<file path="config.mk">
export PLATFORM = sky130hd
export DESIGN_NAME = gsram_dp_ctrl_flat
export DESIGN_NICKNAME = d
export VERILOG_FILES = /design/src/rtl/gsram_dp_ctrl_if.sv /design/src/rtl/gsram_dp_ctrl.sv /design/src/flat_wrapper.sv
export SDC_FILE = /design/constraint.sdc
export NUM_CORES = 1
export LEC_CHECK = 0
export CAP_MARGIN = 20
export CORE_ASPECT_RATIO = 1.5
export CORE_MARGIN = 4
export CORE_UTILIZATION = 45
export CTS_BUF_LIST = sky130_fd_sc_hd__clkbuf_16
export DETAILED_ROUTE_END_ITERATION = 8
export HOLD_SLACK_MARGIN = 0.03
export PLACE_DENSITY = 0.75
export SETUP_SLACK_MARGIN = 0.4
export SYNTH_ARGS = -nofsm -noshare
export SYNTH_HDL_FRONTEND = slang
export SYNTH_SLANG_ARGS = --single-unit
</file>
<file path="constraint.sdc">
create_clock -name CLK -period 3 [get_ports CLK]
set_input_delay 0.6 -clock CLK [delete_from_list [all_inputs] [get_ports CLK]]
set_output_delay 0.6 -clock CLK [all_outputs]
set_load 0.1 [all_outputs]
</file>
<file path="src/rtl/gsram_dp_ctrl_if.sv">
// Client-channel and SRAM-port bundle for gsram_dp_ctrl.
// slave = controller view; master = clients plus the SRAM macro.
interface gsram_dp_ctrl_if #(
    parameter int ABITS = 13,
    parameter int DBITS = 2
);
    logic             init_start;
    logic             init_done;

    logic             req_valid_0, req_ready_0, req_we_0;
    logic [ABITS-1:0] req_addr_0;
    logic [DBITS-1:0] req_data_0;
    logic             req_valid_1, req_ready_1, req_we_1;
    logic [ABITS-1:0] req_addr_1;
    logic [DBITS-1:0] req_data_1;

    logic             rsp_valid_0, rsp_ready_0;
    logic [DBITS-1:0] rsp_data_0;
    logic             rsp_valid_1, rsp_ready_1;
    logic [DBITS-1:0] rsp_data_1;

    logic [ABITS-1:0] A0, A1;
    logic [DBITS-1:0] D0, D1, WEM0, WEM1, Q0, Q1;
    logic             WE0, WE1, CE0, CE1;

    modport slave (
        input  init_start,
        input  req_valid_0, req_we_0, req_addr_0, req_data_0,
        input  req_valid_1, req_we_1, req_addr_1, req_data_1,
        input  rsp_ready_0, rsp_ready_1, Q0, Q1,
        output init_done, req_ready_0, req_ready_1,
        output rsp_valid_0, rsp_data_0, rsp_valid_1, rsp_data_1,
        output A0, A1, D0, D1, WE0, WE1, WEM0, WEM1, CE0, CE1
    );

    modport master (
        output init_start,
        output req_valid_0, req_we_0, req_addr_0, req_data_0,
        output req_valid_1, req_we_1, req_addr_1, req_data_1,
        output rsp_ready_0, rsp_ready_1, Q0, Q1,
        input  init_done, req_ready_0, req_ready_1,
        input  rsp_valid_0, rsp_data_0, rsp_valid_1, rsp_data_1,
        input  A0, A1, D0, D1, WE0, WE1, WEM0, WEM1, CE0, CE1
    );
endinterface

</file>
<file path="src/rtl/gsram_dp_ctrl.sv">
// Dual-port GSRAM controller: clear sweep, two client channels mapped to ports 0/1,
// 2-entry per-channel read-response FIFOs with empty-FIFO bypass of the SRAM output.
module gsram_dp_ctrl #(
    parameter int ABITS         = 13,
    parameter int DBITS         = 2,
    parameter bit INIT_ON_RESET = 1'b1
) (
    input  logic           CLK,
    input  logic           RSTN,
    gsram_dp_ctrl_if.slave bus
);
    typedef enum logic {ST_CLEAR = 1'b0, ST_READY = 1'b1} state_t;
    localparam state_t           RESET_STATE = INIT_ON_RESET ? ST_CLEAR : ST_READY;
    localparam logic [ABITS-2:0] K_ONE       = 1;

    state_t           state_q, state_d;
    logic [ABITS-2:0] k_q, k_d;
    logic             init_go;
    logic             collide;
    logic [1:0]       fifo_empty, rd_busy;

    logic             req_valid [2];
    logic             req_we    [2];
    logic [ABITS-1:0] req_addr  [2];
    logic [DBITS-1:0] req_data  [2];
    logic             rsp_ready [2];
    logic [DBITS-1:0] q_in      [2];
    logic             ready_o   [2];
    logic             rsp_valid_o [2];
    logic [DBITS-1:0] rsp_data_o  [2];
    logic             ce_o [2];
    logic             we_o [2];
    logic [ABITS-1:0] a_o  [2];
    logic [DBITS-1:0] d_o  [2];

    assign req_valid[0] = bus.req_valid_0;  assign req_valid[1] = bus.req_valid_1;
    assign req_we[0]    = bus.req_we_0;     assign req_we[1]    = bus.req_we_1;
    assign req_addr[0]  = bus.req_addr_0;   assign req_addr[1]  = bus.req_addr_1;
    assign req_data[0]  = bus.req_data_0;   assign req_data[1]  = bus.req_data_1;
    assign rsp_ready[0] = bus.rsp_ready_0;  assign rsp_ready[1] = bus.rsp_ready_1;
    assign q_in[0]      = bus.Q0;           assign q_in[1]      = bus.Q1;

    // Same-address conflict involving a write: channel 0 wins, channel 1 retries.
    assign collide = req_valid[0] && req_valid[1] && (req_addr[0] == req_addr[1])
                     && (req_we[0] || req_we[1]);

    assign bus.init_done = RSTN && (state_q == ST_READY);

    always_comb begin
        state_d = state_q;
        k_d     = k_q;
        init_go = 1'b0;
        case (state_q)
            ST_CLEAR: begin
                k_d = k_q + K_ONE;
                if (&k_q) state_d = ST_READY;
            end
            default: begin
                if (bus.init_start && (&fifo_empty) && (rd_busy == 2'b00)) begin
                    init_go = 1'b1;
                    state_d = ST_CLEAR;
                    k_d     = '0;
                end
            end
        endcase
    end

    always_ff @(posedge CLK or negedge RSTN) begin
        if (!RSTN) begin
            state_q <= RESET_STATE;
            k_q     <= '0;
        end else begin
            state_q <= state_d;
            k_q     <= k_d;
        end
    end

    for (genvar gi = 0; gi < 2; gi++) begin : g_ch
        logic             read_ok, blocked, fire;
        logic             ce, we;
        logic [ABITS-1:0] a_q, a_d;
        logic [DBITS-1:0] d_q, d_d;
        logic             infl_q, infl_d;
        logic             push, pop, rsp_valid;
        logic [DBITS-1:0] mem_q [2];
        logic [DBITS-1:0] mem_d [2];
        logic             wr_q, wr_d, rd_q, rd_d;
        logic [1:0]       cnt_q, cnt_d;

        // Reads need a guaranteed FIFO slot counting the read already at the SRAM.
        assign read_ok = (cnt_q == 2'd0) || ((cnt_q == 2'd1) && !infl_q);
        assign blocked = (gi == 1) && collide;
        assign ready_o[gi] = RSTN && (state_q == ST_READY) && !init_go
                             && (req_we[gi] || read_ok) && !blocked;
        assign fire = req_valid[gi] && ready_o[gi];

        always_comb begin
            ce  = 1'b0;
            we  = 1'b0;
            a_d = a_q;
            d_d = d_q;
            if (state_q == ST_CLEAR) begin
                ce  = 1'b1;
                we  = 1'b1;
                a_d = {k_q, 1'(gi)};
                d_d = '0;
            end else if (fire) begin
                ce  = 1'b1;
                we  = req_we[gi];
                a_d = req_addr[gi];
                if (req_we[gi]) d_d = req_data[gi];
            end
        end

        assign ce_o[gi] = RSTN && ce;
        assign we_o[gi] = RSTN && we;
        assign a_o[gi]  = RSTN ? a_d : '0;
        assign d_o[gi]  = RSTN ? d_d : '0;

        // SRAM data lands one cycle after issue; with an empty FIFO it is the head directly.
        assign infl_d          = fire && !req_we[gi];
        assign push            = infl_q;
        assign rsp_valid       = (cnt_q != 2'd0) || infl_q;
        assign pop             = rsp_valid && rsp_ready[gi];
        assign rsp_valid_o[gi] = rsp_valid;
        assign rsp_data_o[gi]  = (cnt_q != 2'd0) ? mem_q[rd_q] : (infl_q ? q_in[gi] : '0);
        assign fifo_empty[gi]  = (cnt_q == 2'd0);
        assign rd_busy[gi]     = infl_q;

        always_comb begin
            mem_d = mem_q;
            wr_d  = wr_q;
            rd_d  = rd_q;
            cnt_d = cnt_q;
            if (push) begin
                mem_d[wr_q] = q_in[gi];
                wr_d        = !wr_q;
            end
            if (pop) rd_d = !rd_q;
            case ({push, pop})
                2'b10:   cnt_d = cnt_q + 2'd1;
                2'b01:   cnt_d = cnt_q - 2'd1;
                default: cnt_d = cnt_q;
            endcase
        end

        always_ff @(posedge CLK or negedge RSTN) begin
            if (!RSTN) begin
                a_q    <= '0;
                d_q    <= '0;
                infl_q <= 1'b0;
                wr_q   <= 1'b0;
                rd_q   <= 1'b0;
                cnt_q  <= 2'd0;
                for (int i = 0; i < 2; i++) mem_q[i] <= '0;
            end else begin
                a_q    <= a_d;
                d_q    <= d_d;
                infl_q <= infl_d;
                wr_q   <= wr_d;
                rd_q   <= rd_d;
                cnt_q  <= cnt_d;
                mem_q  <= mem_d;
            end
        end
    end

    assign bus.req_ready_0 = ready_o[0];      assign bus.req_ready_1 = ready_o[1];
    assign bus.rsp_valid_0 = rsp_valid_o[0];  assign bus.rsp_valid_1 = rsp_valid_o[1];
    assign bus.rsp_data_0  = rsp_data_o[0];   assign bus.rsp_data_1  = rsp_data_o[1];
    assign bus.CE0  = ce_o[0];                assign bus.CE1  = ce_o[1];
    assign bus.WE0  = we_o[0];                assign bus.WE1  = we_o[1];
    assign bus.A0   = a_o[0];                 assign bus.A1   = a_o[1];
    assign bus.D0   = d_o[0];                 assign bus.D1   = d_o[1];
    assign bus.WEM0 = {DBITS{we_o[0]}};       assign bus.WEM1 = {DBITS{we_o[1]}};
endmodule

</file>
<file path="src/flat_wrapper.sv">
// flat-port wrapper written by rule: the top's interface ports become plain ports
module gsram_dp_ctrl_flat 
#(
    parameter int ABITS         = 13,
    parameter int DBITS         = 2,
    parameter bit INIT_ON_RESET = 1'b1
)
  (CLK, RSTN, bus_init_start, bus_req_valid_0, bus_req_we_0, bus_req_addr_0, bus_req_data_0, bus_req_valid_1, bus_req_we_1, bus_req_addr_1, bus_req_data_1, bus_rsp_ready_0, bus_rsp_ready_1, bus_Q0, bus_Q1, bus_init_done, bus_req_ready_0, bus_req_ready_1, bus_rsp_valid_0, bus_rsp_data_0, bus_rsp_valid_1, bus_rsp_data_1, bus_A0, bus_A1, bus_D0, bus_D1, bus_WE0, bus_WE1, bus_WEM0, bus_WEM1, bus_CE0, bus_CE1);
  gsram_dp_ctrl_if #(.ABITS(ABITS), .DBITS(DBITS)) bus_i ();
  input  logic CLK;
  input  logic RSTN;
  input wire logic [$bits(bus_i.init_start)-1:0] bus_init_start;
  input wire logic [$bits(bus_i.req_valid_0)-1:0] bus_req_valid_0;
  input wire logic [$bits(bus_i.req_we_0)-1:0] bus_req_we_0;
  input wire logic [$bits(bus_i.req_addr_0)-1:0] bus_req_addr_0;
  input wire logic [$bits(bus_i.req_data_0)-1:0] bus_req_data_0;
  input wire logic [$bits(bus_i.req_valid_1)-1:0] bus_req_valid_1;
  input wire logic [$bits(bus_i.req_we_1)-1:0] bus_req_we_1;
  input wire logic [$bits(bus_i.req_addr_1)-1:0] bus_req_addr_1;
  input wire logic [$bits(bus_i.req_data_1)-1:0] bus_req_data_1;
  input wire logic [$bits(bus_i.rsp_ready_0)-1:0] bus_rsp_ready_0;
  input wire logic [$bits(bus_i.rsp_ready_1)-1:0] bus_rsp_ready_1;
  input wire logic [$bits(bus_i.Q0)-1:0] bus_Q0;
  input wire logic [$bits(bus_i.Q1)-1:0] bus_Q1;
  output wire logic [$bits(bus_i.init_done)-1:0] bus_init_done;
  output wire logic [$bits(bus_i.req_ready_0)-1:0] bus_req_ready_0;
  output wire logic [$bits(bus_i.req_ready_1)-1:0] bus_req_ready_1;
  output wire logic [$bits(bus_i.rsp_valid_0)-1:0] bus_rsp_valid_0;
  output wire logic [$bits(bus_i.rsp_data_0)-1:0] bus_rsp_data_0;
  output wire logic [$bits(bus_i.rsp_valid_1)-1:0] bus_rsp_valid_1;
  output wire logic [$bits(bus_i.rsp_data_1)-1:0] bus_rsp_data_1;
  output wire logic [$bits(bus_i.A0)-1:0] bus_A0;
  output wire logic [$bits(bus_i.A1)-1:0] bus_A1;
  output wire logic [$bits(bus_i.D0)-1:0] bus_D0;
  output wire logic [$bits(bus_i.D1)-1:0] bus_D1;
  output wire logic [$bits(bus_i.WE0)-1:0] bus_WE0;
  output wire logic [$bits(bus_i.WE1)-1:0] bus_WE1;
  output wire logic [$bits(bus_i.WEM0)-1:0] bus_WEM0;
  output wire logic [$bits(bus_i.WEM1)-1:0] bus_WEM1;
  output wire logic [$bits(bus_i.CE0)-1:0] bus_CE0;
  output wire logic [$bits(bus_i.CE1)-1:0] bus_CE1;
  assign bus_i.init_start = bus_init_start;
  assign bus_i.req_valid_0 = bus_req_valid_0;
  assign bus_i.req_we_0 = bus_req_we_0;
  assign bus_i.req_addr_0 = bus_req_addr_0;
  assign bus_i.req_data_0 = bus_req_data_0;
  assign bus_i.req_valid_1 = bus_req_valid_1;
  assign bus_i.req_we_1 = bus_req_we_1;
  assign bus_i.req_addr_1 = bus_req_addr_1;
  assign bus_i.req_data_1 = bus_req_data_1;
  assign bus_i.rsp_ready_0 = bus_rsp_ready_0;
  assign bus_i.rsp_ready_1 = bus_rsp_ready_1;
  assign bus_i.Q0 = bus_Q0;
  assign bus_i.Q1 = bus_Q1;
  assign bus_init_done = bus_i.init_done;
  assign bus_req_ready_0 = bus_i.req_ready_0;
  assign bus_req_ready_1 = bus_i.req_ready_1;
  assign bus_rsp_valid_0 = bus_i.rsp_valid_0;
  assign bus_rsp_data_0 = bus_i.rsp_data_0;
  assign bus_rsp_valid_1 = bus_i.rsp_valid_1;
  assign bus_rsp_data_1 = bus_i.rsp_data_1;
  assign bus_A0 = bus_i.A0;
  assign bus_A1 = bus_i.A1;
  assign bus_D0 = bus_i.D0;
  assign bus_D1 = bus_i.D1;
  assign bus_WE0 = bus_i.WE0;
  assign bus_WE1 = bus_i.WE1;
  assign bus_WEM0 = bus_i.WEM0;
  assign bus_WEM1 = bus_i.WEM1;
  assign bus_CE0 = bus_i.CE0;
  assign bus_CE1 = bus_i.CE1;
  gsram_dp_ctrl #(.ABITS(ABITS), .DBITS(DBITS), .INIT_ON_RESET(INIT_ON_RESET)) u_core (.CLK(CLK), .RSTN(RSTN), .bus(bus_i));
endmodule
</file>
==> qor.txt, run 1 <==
Antenna-violating nets left - 0
Final core occ - 0.933
CTS Hold Bufs - 0
Combinational power share - 0.673
R2R setup slack - 650 ps
Sw Share - 0.516
Clock slew at reported path FFs - 50 ps
Failing checks - setup timing
CP max stage delay - 610 ps
Worst hold slack - 356 ps
Setup crit end kind - output port
Dpl ws - -469 ps
NetSw - 0.00432 W
H-tree depth - 3
Worst Hold Class - in2async
Reg power frac - 0.194
Yosys warns - 0
Clock power share - 0.133
Num Clock Sinks - 61
Rows - 39
Clk buf depth - 2
Largest net degree at the start of global routing - 61
TritonCTS clock tree - done
Core area - 0.00756 mm^2
Pwr Density - 1180 mW/mm^2
Die ar. - 0.00923 mm^2
DRT iter0 DRCs - 588
# diodes - 0
Clk_lat worst skew - 340 ps
First-pass GRT wire length - 23.4 mm
Worst-Margin Slew - 852 ps
Fin crit share - 1.04
Count of cell types in the netlist - 39
Synth async-reset ratio - 1.00
Final hold vios - 0
Kind of critical path - in2out
Top-count cell post-synth - dfrtp_1
Clk_skew - 8.50 ps
Area grow syn2layout - 103%
Post-synth EDFFs - 0
Starting density of the core - 0.460
Cell Count, Final, Fillers Out - 661
Worst VDD drop - 1070 uV
Max_cap viols - 0
Primary FF master, synth - dfrtp_1
Congestion Overflow GR - 0
Top cell by count, worst path - buf_12
Routability cong. - 0.845
Die Y - 116 um
RSZ-0062 raised after global routing - true
Fin nets - 604
Post-synth net total - 421
Residual DRC - 0
Share of the synthesized area in the top cell type - 0.439
Critical path fanouts, max - 6
DRT Pass-1 Iters - 6
Normalized max-slew margin - 0.426
Vias in the first global route - 4447
List of most frequent post-synthesis cells - dfrtp_1 (61), nor2_1 (47), o21ai_0 (38)
Via density per instance - 6.48
Critical path data arrival time - 2510 ps
P_leak - 2.91 nW
Wirelength per Cell - 27.8 um
Worst path slowest cell - or4_4
Ports - 90
Outcome - finished, violations left
#FFs+latches synth - 61
# placed instances - 587
Clock root cell - clkbuf_16
PortBufs - 89
Initial antenna violation count - 0
Min Tclk post-route - 3110 ps
Setup ws final - -108 ps
Final Slew Violations - 0
GRT Total Usage - 0.338
Synth Area per Inst - 9.38 um^2
Crit path launch type - input pin
Fmax achieved - 322 MHz
Seq/Total Area, Yosys - 0.439
Post-synthesis cell area - 0.00348 mm^2
Final total power - 0.00836 W
Cell-internal power - 0.00404 W
Cts bufs inserted - 9
Synth area leaders - dfrtp_1 (44%), o21ai_0 (5.5%), nor2_1 (5.1%), xnor2_1 (4.8%), a31oi_1 (4.5%)
Cell taking the most area after synthesis - dfrtp_1
Synth Instances - 371
Final setup viols - 18
Die width - 79.8 um
CP Cell Sequence - buf_2 -> xnor2_2 -> nand4_1 -> or4_4 -> buf_12 -> nand3_4 -> mux2i_4 -> buf_12
Final WL - 18.4 mm
HPWL after DPL - 8.36 mm
Layout cells sized above 1 - 0.560
Filler cells - 201
Vias - 4282
CP required - 2400 ps
==> power groups by stage <==
stage               logic, W  registers (W)  clock network, W
global placement     0.00458        0.00146                 0
floorplan            0.00326        0.00138                 0
CTS                  0.00505        0.00151           0.00108
detailed placement   0.00468        0.00149                 0
global route         0.00579        0.00163           0.00114
finish               0.00563        0.00162           0.00111
==> critical path, delay by kind of cell <==
kind	cells	cell delay, ps
AND/OR/NAND/NOR	3	920
XOR/XNOR	1	180
buffers and inverters	3	510
multiplexers	1	290
==> layout by cell type, fill, tap and decap left out, drive strengths merged <==
cell / instances
nor2b: 4
clkdlybuf4s50: 10
buf: 181
xnor2: 19
o21bai: 1
a21o: 1
nand3: 26
nor2: 47
and3: 4
o2111ai: 1
a31oi: 26
nor4: 1
ha: 7
clkbuf: 10
a221oi: 12
dlygate4sd2: 5
and2: 13
mux2i: 13
mux2: 8
clkinv: 4
dfrtp: 61
nand4: 9
o21ai: 38
or4: 1
nand2: 20
nor3b: 1
bufinv: 2
a22o: 1
o211ai: 1
o31ai: 1
nand2b: 4
a21oi: 7
xor2: 6
inv: 14
==> cell type report <==
cell class | instances | area, um^2 | share of cell area
Sequential cell | 61 | 1530 | 0.216
Clock inverter | 7 | 81.3 | 0.0115
Timing Repair Buffer | 197 | 2250 | 0.320
Clock buffer | 9 | 225 | 0.0319
Inverter | 13 | 48.8 | 0.00691
Tap cell | 102 | 128 | 0.0181
Multi-Input combinational cell | 272 | 2790 | 0.396
==> final timing paths <==
check,depth (start not counted),to,startpoint
min in group CLK,1,u_core.g_ch[1].wr_q,u_core.g_ch[1].wr_q
min reg2reg,1,u_core.g_ch[1].wr_q,u_core.g_ch[1].wr_q
max reg2reg,6,u_core.k_q[8],u_core.k_q[1]
max,8,bus_D1[0],bus_req_addr_1[7]
max in group asynchronous,2,u_core.g_ch[0].d_q[1],RSTN
min,2,u_core.state_q,RSTN
==> flip-flops by register name, indices dropped and copies added, names as in the netlist <==
| name | cells |
|---|---|
| u_core.g_ch.a_q | 26 |
| u_core.k_q | 12 |
| u_core.g_ch.mem_q | 8 |
| u_core.g_ch.cnt_q | 4 |
| u_core.g_ch.d_q | 4 |
| u_core.g_ch.infl_q | 2 |
| u_core.g_ch.rd_q | 2 |
| u_core.g_ch.wr_q | 2 |
| u_core.state_q | 1 |
==> per-layer routing <==
metal  global-route usage  vias up  part of all wire
met5                    0        -                 0
met4                0.216        0             0.078
met3               0.0747      145             0.085
met2                0.611      386              0.52
met1                0.345     2058              0.32
li1                     -     1693                 -
==> kinds of logic (layout without fill, tap and decap cells) <==
kind of cell | Yosys count | in the layout | share of synthesized area
simple gates | 130 | 130 | 0.186
compound gates | 89 | 89 | 0.172
flops | 61 | 61 | 0.439
buf+inv | 38 | 226 | 0.0521
xor+xnor | 25 | 25 | 0.0629
mux | 21 | 21 | 0.0633
fa+ha+maj | 7 | 7 | 0.0252
==> what timing repair did <==
| item | in CTS | in global routing |
|---|---|---|
| pin swaps | 45 | 37 |
| buffers inserted | 28 | 27 |
| setup endpoints to repair | 42 | 40 |
| gates resized for setup | 197 | 55 |
| cloned | 3 | 0 |
==> per-stage QoR <==
stage | TNS (ps) | instance area (um^2)
final | -1040 | 7060
after global routing | -2000 | 7060
after CTS | -0.203 | 6600
after detailed placement | -8460 | 5700
after global placement | -6770 | 5700
after floorplan | 0 | 4020
No activity file was read; power rests on OpenSTA's default activity.
==> inputs of run 2 (changes only) <==
ABC_AREA = 1   (was default)
PLACE_DENSITY = 0.73   (was 0.75)
==> run 2 against run 1 <==
  * The flow still finishes with violations (setup timing)
  * Wire length is 20% lower
  * Synthesized area rose by 8.2%
  * Combinational power decreased by 21%
  * Final area shrank 2.7%
  * Critical path type is now reg2out
  * First-iteration DRC count fell by 46%
==> qor.txt, run 2 <==
Most common cell after layout, fill and taps aside - nand2_1
Post-synthesis cell area - 0.00377 mm^2
Max reg flops - 26
Die Y - 120 um
Final Slew Violations - 0
H-tree depth - 3
Residual DRC - 0
Clk_lat worst skew - 340 ps
Area grow syn2layout - 82.3%
Top-count cell post-synth - nand2_1
Synth Area per Inst - 7.43 um^2
TritonCTS clock tree - done
Yosys warns - 0
DRT Pass-1 Iters - 5
List of most frequent post-synthesis cells - nand2_1 (148), inv_1 (81), dfrtp_1 (61)
Final setup viols - 21
GR Util met2 - 0.517
Normalized max-slew margin - 0.468
Filler cells - 418
Most frequent cells in the layout - nand2_1 (114), buf_4 (68), inv_1 (67), dfrtp_1 (60), buf_12 (49)
M3 GR Usage - 0.0728
Final total power - 0.00683 W
Clock root cell - clkbuf_16
Kind of critical path - reg2out
Ports - 90
GR Layer Usage met1 - 0.305
Synth async-reset ratio - 1.00
Num Clock Sinks - 61
Clk_skew - 6.66 ps
HPWL after DPL - 8.90 mm
Layout cells sized above 1 - 0.448
Congestion Overflow GR - 0
RSZ-0062 raised after global routing - true
Fin crit share - 1.03
Critical path data arrival time - 2490 ps
Top Registers - u_core.g_ch.a_q x26, u_core.k_q x12, u_core.g_ch.mem_q x8
P_leak - 3.28 nW
Outcome - finished, violations left
Post-synth net total - 557
First-pass GRT wire length - 22.1 mm
Worst Hold Class - reg2reg
Antenna-violating nets left - 0
# placed instances - 733
PortBufs - 89
Via density per instance - 5.42
Min Tclk post-route - 3090 ps
Multi-input logic area - 0.00248 mm^2
Routability cong. - 0.876
# diodes - 0
Share of the synthesized area in the top cell type - 0.405
Largest net degree at the start of global routing - 63
Vias in the first global route - 4560
Fmax achieved - 323 MHz
Die width - 82.7 um
Clk buf depth - 2
Dpl ws - -102 ps
Cell taking the most area after synthesis - dfrtp_1
Final WL - 14.7 mm
#FFs+latches synth - 61
Worst-Margin Slew - 798 ps
Biggest register - u_core.g_ch.a_q
Final hold vios - 0
Starting density of the core - 0.465
DP Area - 0.00603 mm^2
Vias - 4273
Clock slew at reported path FFs - 50 ps
Rows - 40
DRT iter0 DRCs - 317
Setup crit end kind - output port
Core area - 0.00811 mm^2
Failing checks - setup timing
Initial antenna violation count - 0
Worst VDD drop - 800 uV
Synth Instances - 507
Primary FF master, synth - dfrtp_1
CP required - 2400 ps
Critical path fanouts, max - 4
GRT Total Usage - 0.297
Setup ws final - -91.6 ps
Gr busiest metal - met2
Cts bufs inserted - 9
Fin nets - 728
Post-synth EDFFs - 0
Crit path launch type - flip-flop
FF+latch area - 0.00153 mm^2
Max_cap viols - 0
Final Cell Area - 0.00687 mm^2
Die ar. - 0.00993 mm^2
Wirelength per Cell - 18.7 um
Synth area leaders - dfrtp_1 (41%), nand2_1 (15%), inv_1 (8.1%), o21ai_0 (4.0%), a21oi_1 (3.3%)
Cell Count, Final, Fillers Out - 788
Count of cell types in the netlist - 39
Seq/Total Area, Yosys - 0.405
Pwr Density - 995 mW/mm^2
-- run 2: path summary, 6_finish.rpt --
check / start / to / slack, ps / cells after the start
worst max-delay path: u_core.g_ch[0].cnt_q[0] / bus_WEM1[1] / -90 / 13
worst min-delay path: u_core.g_ch[1].mem_q[3] / u_core.g_ch[1].mem_q[3] / 490 / 2
worst max register to register: u_core.g_ch[0].cnt_q[1] / u_core.g_ch[0].a_q[10] / 900 / 16
worst min register to register: u_core.g_ch[1].mem_q[3] / u_core.g_ch[1].mem_q[3] / 490 / 2
max in group asynchronous: RSTN / u_core.state_q / 1920 / 2
min in group asynchronous: RSTN / u_core.g_ch[0].mem_q[0] / 520 / 2
-- run 2: cell families after synthesis --
kind of cell | count (synthesis) | synth area share
AND/OR/NAND/NOR | 242 | 0.294
buffers and inverters | 105 | 0.122
AO/OA/AOI/OAI | 84 | 0.136
flip-flops | 61 | 0.405
adder cells (fa/ha/maj) | 7 | 0.0233
XOR/XNOR | 6 | 0.0140
multiplexers | 2 | 0.00532
-- run 2: critical path, stage by stage, from the launching register on --
cell and delay [ps]:
dfrtp_1 380, inv_2 60, ha_4 180, inv_4 70, nor2_4 50, nand4_4 110, nand2_4 70, buf_6 120
nor2_4 190, buf_6 160, and2_4 170, nand3_4 70, a21oi_4 290, buf_12 220
-- run 2: repair_timing --
action,in CTS,in global routing
hold buffers,0,0
setup endpoints to repair,39,39
setup buffers,26,10
gates cloned,3,0
pin swaps,47,33
hold endpoints to repair,0,0
resized for setup,74,32
-- run 2: where the power goes --
part	switching (W)	total [W]	internal (W)	leakage [nW]
Sequential	0.000206	0.00132	0.00111	0.767
Clock	0.000376	0.00109	0.000714	0.153
Combinational	0.00283	0.00442	0.00159	2.36
-- run 2: area by class of cell --
cell class                      count  area share
Tap cell                          105      0.0191
Clock inverter                      7      0.0120
Sequential cell                    61       0.222
Inverter                           84      0.0485
Multi-Input combinational cell    344       0.361
Timing Repair Buffer              178       0.304
Clock buffer                        9      0.0328
-- run 2: metrics by stage --
step / setup TNS [ps] / utilization / hold WS, ps
final: -947 / 0.847 / 492
after global routing: -2130 / 0.847 / 522
after CTS: 0 / 0.826 / 490
after detailed placement: -1320 / 0.744 / 471
after global placement: -341 / 0.744 / 467
after floorplan: -4960 / - / 304
-- run 2: layer usage --
| layer | share of wire | vias up |
|---|---|---|
| met5 | 0 | - |
| met4 | 0.064 | 0 |
| met3 | 0.061 | 75 |
| met2 | 0.54 | 214 |
| met1 | 0.34 | 2042 |
| li1 | - | 1942 |
==> inputs of run 3 (changes only) <==
RECOVER_POWER = 25   (was default)
clock period = 3.05 ns   (was 3 ns; I/O delays follow)
==> run 3 against run 2 <==
  * The run still ends with setup timing left
  * Hold slack gained 4.6 ps
  * Total power fell by 4.9%
  * Global-route usage is 0.69 points lower
  * First-iteration DRC count rose by 8.5%
  * Flip-flop and latch count unchanged
  * Count of clock-buffer cells in the layout did not move
  * Wire length down 4.4%
  * Combinational power down 2%
  * Final area fell by 2.7%
  * Setup slack better by 80 ps
  * Core utilization decreased by 2.3 points
  * Sequential power about the same
  * Critical path type unchanged
  * Critical endpoint is now bus_A1[1]
==> qor.txt, run 3 (synthesized netlist as in run 2, its figures left out) <==
Cell-internal power - 0.00316 W
Sw Share - 0.513
Reg2Reg Depth - 12
Core area - 0.00811 mm^2
Worst VDD drop - 758 uV
HPWL after DPL - 8.78 mm
Final WL - 14.1 mm
GRT Total Usage - 0.290
Worst Hold Class - reg2reg
CP Cell Sequence - inv_2 -> buf_4 -> ha_2 -> a211oi_2 -> nor2_4 -> buf_6 -> buf_12 -> nand4_1 -> nand3_2 -> a21oi_4 -> buf_12
Die width - 82.7 um
Final Slew Violations - 0
Area grow syn2layout - 77.3%
P_leak - 3.19 nW
CP required - 2440 ps
Cts bufs inserted - 9
Routability cong. - 0.896
Max_cap viols - 0
Combinational power share - 0.664
Clock slew at reported path FFs - 50 ps
Most common cell after layout, fill and taps aside - nand2_1
Fmax achieved - 327 MHz
Hold EP - u_core.g_ch[0].mem_q[3]
Layout cells sized above 1 - 0.475
DRT Pass-1 Iters - 5
Crit path launch type - flip-flop
Clock power share - 0.138
Failing checks - setup timing
Outcome - finished, violations left
Via density per instance - 5.39
Setup crit end kind - output port
Clock root cell - clkbuf_16
Final hold vios - 0
R2R setup slack - 1010 ps
Clk_lat worst skew - 340 ps
Min Tclk post-route - 3060 ps
Num Clock Sinks - 61
RR Endpoint - u_core.g_ch[1].d_q[1]
Antenna-violating nets left - 0
PortBufs - 89
Biggest register - u_core.g_ch.a_q
Delay-heaviest family, CP - buffers and inverters
Min-delay src - u_core.g_ch[0].mem_q[3]
Largest net degree at the start of global routing - 63
H-tree depth - 3
Congestion Overflow GR - 0
Filler cells - 443
Reg power frac - 0.198
Final setup viols - 3
Top Registers - u_core.g_ch.a_q x26, u_core.k_q x12, u_core.g_ch.mem_q x8
Starting density of the core - 0.465
Kind of critical path - reg2out
Final core occ - 0.824
RSZ-0062 raised after global routing - true
NetSw - 0.00333 W
Residual DRC - 0
Top cell by count, worst path - buf_12
Setup TNS Final - -21.1 ps
Fin nets - 716
Vias in the first global route - 4470
CP max stage delay - 380 ps
Initial antenna violation count - 0
Rows - 40
TritonCTS clock tree - done
Reg2reg start - u_core.g_ch[1].cnt_q[1]
Die Y - 120 um
DRT iter0 DRCs - 344
# diodes - 0
Die ar. - 0.00993 mm^2
Worst-Margin Slew - 810 ps
Most frequent cells in the layout - nand2_1 (115), inv_1 (61), buf_4 (60), dfrtp_1 (60), buf_12 (50)
Worst path slowest cell - dfrtp_1
Hold depth - 2
Critical path fanouts, max - 8
First-pass GRT wire length - 21.6 mm
Clk buf depth - 2
Fin crit share - 1.00
Normalized max-slew margin - 0.460
Ports - 90
Pwr Density - 972 mW/mm^2
Setup ws final - -11.1 ps
Clk_skew - 6.23 ps
Vias - 4180
Max reg flops - 26
Wirelength per Cell - 18.1 um
CP Buf/Inv Count - 5
Critical path data arrival time - 2450 ps
-- run 3: how the worst max path moves through the flow --
stage                            startpoint         end  slack (ps)  cells past startpoint
floorplan           u_core.g_ch[0].cnt_q[0]   bus_A0[0]        -510                     12
global placement               bus_req_we_1  bus_A1[12]         -10                     13
detailed placement           bus_init_start  bus_A0[11]         -40                     11
CTS                 u_core.g_ch[1].cnt_q[1]   bus_A0[9]         100                     15
global route        u_core.g_ch[1].cnt_q[1]  bus_A0[11]         -80                     15
finish              u_core.g_ch[1].cnt_q[1]   bus_A1[1]         -10                     11
-- run 3: through the flow --
stage / hold slack (ps) / power [W] / cells / setup WS (ps) / area (um^2)
finish: 497 / 0.00649 / 776 / -11.1 / 6680
CTS: 501 / 0.00635 / 770 / 97.2 / 6650
floorplan: 314 / 0.00392 / 507 / -511 / 4300
detailed placement: 477 / 0.00514 / 724 / -44.6 / 5970
global route: 520 / 0.00676 / 776 / -76.9 / 6680
global placement: 461 / 0.00505 / 724 / -12.5 / 5970
-- run 3: area by class of cell --
type                            instances  area [um^2]  area share
Clock buffer                            9          225      0.0337
Clock inverter                          7         33.8     0.00506
Inverter                               84          333      0.0498
Multi-Input combinational cell        343         2480       0.371
Sequential cell                        61         1530       0.229
Tap cell                              105          131      0.0197
Timing Repair Buffer                  167         1950       0.291
-- run 3: tightest hold or removal path, delay by kind of cell, from the launching register on --
kind	cells	cell delay, ps
flip-flops	1	340
AO/OA/AOI/OAI	1	60
AND/OR/NAND/NOR	1	50
-- run 3: power by group through the flow --
stage          Clock, W  Sequential (W)  Combinational, W
2_1_floorplan         0         0.00122           0.00270
4_1_cts        0.000902         0.00127           0.00418
3_5_place_dp          0         0.00128           0.00386
3_3_place_gp          0         0.00126           0.00379
6_report       0.000898         0.00129           0.00431
5_1_grt        0.000948         0.00131           0.00451
-- run 3: repair_timing --
action | in CTS | in global routing
pin swaps | 59 | 34
hold buffers | 0 | 0
setup buffers | 27 | 6
setup endpoints to repair | 39 | 39
gates resized for setup | 97 | 61
cloned | 3 | 0
-- run 3: metal layers --
layer	wire length (um)	vias to the layer above	GRT usage
li1	-	1924	-
met1	4750	1999	0.311
met3	867	58	0.0668
met4	836	0	0.177
met5	0	-	0
met2	7630	199	0.496
